[config.mk]
export PLATFORM = sky130hd
export DESIGN_NAME = memory_load_fetch
export DESIGN_NICKNAME = d
export VERILOG_FILES = /design/src/rtl/memory_load_fetch.sv
export SDC_FILE = /design/constraint.sdc
export NUM_CORES = 1
export LEC_CHECK = 0
export CAP_MARGIN = 15
export CORE_ASPECT_RATIO = 0.5
export CORE_MARGIN = 4
export CORE_UTILIZATION = 40
export CTS_BUF_LIST = sky130_fd_sc_hd__clkbuf_4 sky130_fd_sc_hd__clkbuf_8 sky130_fd_sc_hd__clkbuf_16
export DETAILED_ROUTE_END_ITERATION = 16
export PLACE_DENSITY_LB_ADDON = 0.1
export RECOVER_POWER = 50
export SYNTH_ARGS = -nofsm -noshare
export SYNTH_HDL_FRONTEND = slang
export SYNTH_SLANG_ARGS = --single-unit
[constraint.sdc]
create_clock -name clk -period 1.6 [get_ports clk]
set_input_delay 0.16 -clock clk [delete_from_list [all_inputs] [get_ports clk]]
set_output_delay 0.16 -clock clk [all_outputs]
set_load 0.005 [all_outputs]
[src/rtl/memory_load_fetch.sv]
// memory_load_fetch: LSU load-request stage, one aligned bus read in flight, result held for the shifter.
// Optional LOAD_MISALIGN_CHECK_EN reports size-misaligned loads as errors without a bus access.
module memory_load_fetch #(
  parameter int DATA_WIDTH = 64,
  parameter int ADDR_WIDTH = 64,
  parameter int OFF_WIDTH  = DATA_WIDTH / 32
) (
  input  logic                  clk,
  input  logic                  rst_n,
  input  logic                  flush,
  input  logic                  req_valid,
  output logic                  req_ready,
  input  logic [ADDR_WIDTH-1:0] req_addr,
  input  logic [1:0]            req_size,
  input  logic                  req_sign,
  output logic                  arvalid,
  input  logic                  arready,
  output logic [ADDR_WIDTH-1:0] araddr,
  output logic [2:0]            arsize,
  input  logic                  rvalid,
  output logic                  rready,
  input  logic [DATA_WIDTH-1:0] rdata,
  input  logic [1:0]            rresp,
  output logic                  out_valid,
  input  logic                  out_ready,
  output logic [DATA_WIDTH-1:0] out_pre_data,
  output logic [OFF_WIDTH:0]    out_offset,
  output logic                  out_is_byte,
  output logic                  out_is_half,
  output logic                  out_is_word,
  output logic                  out_is_double,
  output logic                  out_is_sign,
  output logic                  out_err
);
  if (DATA_WIDTH != 32 && DATA_WIDTH != 64) begin : g_bad_width
    $error("memory_load_fetch: DATA_WIDTH must be 32 or 64");
  end
  typedef enum logic [1:0] {IDLE, AR, R, OUT} state_t;
  state_t state, state_nx;
  logic [ADDR_WIDTH-OFF_WIDTH-2:0] addr_hi;
  logic drop, accept, misalign, bypass, r_take, r_keep;
`ifdef LOAD_MISALIGN_CHECK_EN
  assign misalign = (req_size == 2'b01 && req_addr[0]) || (req_size == 2'b10 && |req_addr[1:0]) ||
                    (req_size == 2'b11 && |req_addr[2:0]);
`else
  assign misalign = 1'b0;
`endif
  assign bypass    = misalign || (DATA_WIDTH == 32 && req_size == 2'b11);
  assign req_ready = state == IDLE;
  assign arvalid   = state == AR;
  assign rready    = state == R;
  assign out_valid = state == OUT;
  assign accept    = req_valid && req_ready && !flush;
  assign r_take    = rready && rvalid;
  // a flush arriving alongside the R handshake still kills the result
  assign r_keep    = r_take && !drop && !flush;
  assign araddr    = {addr_hi, {(OFF_WIDTH + 1){1'b0}}};
  assign arsize    = DATA_WIDTH == 64 ? 3'd3 : 3'd2;
  always_comb begin
    state_nx = state;
    case (state)
      IDLE:    state_nx = accept ? (bypass ? OUT : AR) : IDLE;
      AR:      state_nx = arready ? R : AR;
      R:       state_nx = r_take ? (r_keep ? OUT : IDLE) : R;
      default: state_nx = (flush || out_ready) ? IDLE : OUT;
    endcase
  end
  always_ff @(posedge clk) begin
    if (!rst_n) begin
      state         <= IDLE;
      addr_hi       <= '0;
      drop          <= 1'b0;
      out_pre_data  <= '0;
      out_offset    <= '0;
      out_is_byte   <= 1'b0;
      out_is_half   <= 1'b0;
      out_is_word   <= 1'b0;
      out_is_double <= 1'b0;
      out_is_sign   <= 1'b0;
      out_err       <= 1'b0;
    end else begin
      state <= state_nx;
      if (accept) begin
        addr_hi       <= req_addr[ADDR_WIDTH-1:OFF_WIDTH+1];
        out_offset    <= req_addr[OFF_WIDTH:0];
        out_is_byte   <= req_size == 2'b00;
        out_is_half   <= req_size == 2'b01;
        out_is_word   <= req_size == 2'b10;
        out_is_double <= req_size == 2'b11;
        out_is_sign   <= req_sign;
        out_err       <= bypass;
        out_pre_data  <= '0;
        drop          <= 1'b0;
      end
      if (r_take) drop <= 1'b0;
      else if ((state == AR || state == R) && flush) drop <= 1'b1;
      if (r_keep) begin
        out_err      <= |rresp;
        out_pre_data <= |rresp ? '0 : rdata;
      end
    end
  end
endmodule
==> flow_summary.yaml <==
layout:
  design_area_um2: 9260
  finish.utilization_pct: 68.0
  areaGrowthSynthToFinish_pct: 65.6
  drive_gt1_share_pct: 13.0
  final_cells: 1099
  nets: 1038
  diodes: 0
yosys:
  synth_seq_cells: 137
  async_flop_share_pct: 0
  yosys.area.top_type_share_pct: 49.0
  synth_area_leader_cell: "dfxtp_1"
  synth-warning-count: 0
  synth_edf_count: 0
  yosysSeqAreaShare_pct: 49.0
  synth_most_common_cell: "nand2_1"
  synth.avg_cell_area_um2: 8.91
  netlist_area_um2: 5590
  synth_top_flop_cell: "dfxtp_1"
  synth_common_cells: "203 x nand2_1, 137 x dfxtp_1, 69 x a21boi_1"
  synthDistinctLibCells: 25
  synthesis.instances: 628
  synthTopCellsByArea: "dfxtp_1 49%, nand2_1 14%, o22ai_2 11%"
placement:
  place_hpwl_mm: 12.0
  dpl_worst_slack_ns: -0.144
  port_buffers: 277
  gp_congestion: 0.749
  dpl_cell_area_um2: 8660
  dp_cells: 1065
power:
  power_frac_seq_pct: 41.2
  leakage_nw: 3.26
  p_per_area_nw_per_um2: 931
  power.switching_mw: 2.09
  power_frac_comb_pct: 12.8
  vdd_ir_drop_max_mv: 0.696
  p_clk_share_pct: 46.1
  p_sw_share_pct: 24.2
  p_int_mw: 6.54
detailed_routing:
  num_vias: 5309
  drt_pass1_iterations: 5
  postRouteAntennaNets: 0
  wl_per_cell_um: 15.3
  drc_errors: 0
  drt_iter0_drc: 210
  drt_wl_total_mm: 16.8
  vias_per_cell: 4.83
critical_path:
  crit_path_max_fanout: 23
  critical_path_class: "reg2reg"
  critPathLaunchType: "flip-flop"
  crit_required_ns: 1.89
  cp.arrival_ns: 1.78
  cp-end-kind: "flip-flop"
clocking:
  cts_sinks: 137
  cts-buffers-inserted: 17
  root_buffer: "clkbuf_16"
  tritoncts: "built"
  clkTransAtPathRegs_ns: 0.06
  cts_htree_levels: 4
  clock_latency_ns: 0.41
  clock_path_buffers: 2
floorplan:
  die_w_um: 175
  die_h_um: 91.6
  row_count: 30
  io_pins: 284
  fp.dieArea_um2: 16100
  start_util_pct: 41.1
  core-area_um2: 13600
sta:
  final_hold_viol_count: 0
  fin_crit_sh_pct: 93.2
  max_freq_mhz: 670
  setup_viol: 0
  setup_ws_ns: 0.108
  fin_crit_ns: 1.49
  skew_ns: 0.0104
  slew_viol_final: 0
run:
  maxCapViolations: 0
run_status:
  status: "completed"
global_routing:
  grt_max_degree: 54
  grt_pass1_wl_mm: 26.8
  gr-total-overflow: 0
  grt_pass1_vias: 5174
  antenna_found_initial: 0
  grt_usage_pct: 20.4
min_path:
  hp-class: "in2reg"
## timing repair
| item | in CTS | in global routing |
|---|---|---|
| gates resized for setup | 7 | 0 |
| pin swaps | 0 | 1 |
| endpoints found under the hold margin | 0 | 0 |
| setup endpoints to repair | 4 | 94 |
| setup buffers | 0 | 2 |
| hold buffers | 0 | 0 |
## layer usage
layer | vias to the layer above | wire (µm) | track usage (%)
met2 | 162 | 8160 | 34.6
met4 | 0 | 352 | 7.32
li1 | 2648 | - | -
met1 | 2471 | 7040 | 24.6
met5 | - | 0 | 0
met3 | 28 | 1270 | 6.38
## kinds of logic after synthesis
group | share of synthesized area, %
buffers and inverters | 6.44
flip-flops | 49.0
adder cells (fa/ha/maj) | 0.895
AO/OA/AOI/OAI | 22.8
AND/OR/NAND/NOR | 20.7
other | 0.134
## final timing paths
check	startpoint	to	slack (ns)	cells after the start
worst max register to register	state[1]$_SDFF_PN0_	out_pre_data[34]$_SDFFE_PN0P_	0.11	7
worst max-delay path	state[1]$_SDFF_PN0_	out_pre_data[34]$_SDFFE_PN0P_	0.11	7
worst min register to register	out_is_byte$_SDFFE_PN0N_	out_is_byte$_SDFFE_PN0N_	0.45	2
worst min-delay path	rst_n	drop$_SDFFE_PP0P_	0.17	3
## power groups by stage
| stage | Combinational (mW) | Clock, mW | Sequential [mW] |
|---|---|---|---|
| floorplan | 0.430 | 0 | 3.63 |
| global placement | 1.10 | 0 | 3.62 |
| detailed placement | 1.11 | 0 | 3.63 |
| CTS | 1.11 | 4.09 | 3.55 |
| global route | 1.19 | 4.24 | 3.56 |
| finish | 1.10 | 3.97 | 3.55 |
## critical path, cell delays in order (launching register included)
cell      delay [ns]
dfxtp_1         0.31
inv_1           0.09
ha_1            0.19
nand3b_1        0.11
buf_4           0.15
nand2_2         0.19
buf_12          0.22
o22ai_1         0.11
## cell type report
class,instances,area (µm²)
clock buffer,18,439
clock inverter,14,160
fill,1124,4360
inverter,3,11.3
multi-input combinational,428,2530
sequential,137,2740
tap,192,240
timing repair buffer,307,3140
## layout by cell type, fill, tap and decap left out, types with 3 or more instances in the layout
master and count:
clkdlybuf4s50_1 272, nand2_1 202, dfxtp_1 137, a21boi_1 69, nand3_1 65, o22ai_2 50
buf_4 18, clkbuf_16 17, o22ai_1 15, buf_12 12, conb_1 6, inv_6 6
dlygate4sd2_1 4, inv_1 3, nand3b_1 3, o21ai_0 3, ha_2 3, clkinv_4 3
## metrics by stage
step                      total power [mW]  hold WS (ns)  setup TNS, ns
final                                 8.63         0.170              0
after global routing                  8.99         0.177        -0.0283
after CTS                             8.75         0.158              0
after detailed placement              4.74         0.444          -7.99
after global placement                4.72         0.438          -4.18
after floorplan                       4.06         0.295              0
## sequential cells by signal, indices dropped and copies added (netlist names), 2 cells and up
| register | cells |
|---|---|
| addr_hi | 61 |
| state | 2 |
| out_offset | 3 |
| out_pre_data | 64 |
(Power assumes the default switching activity.)
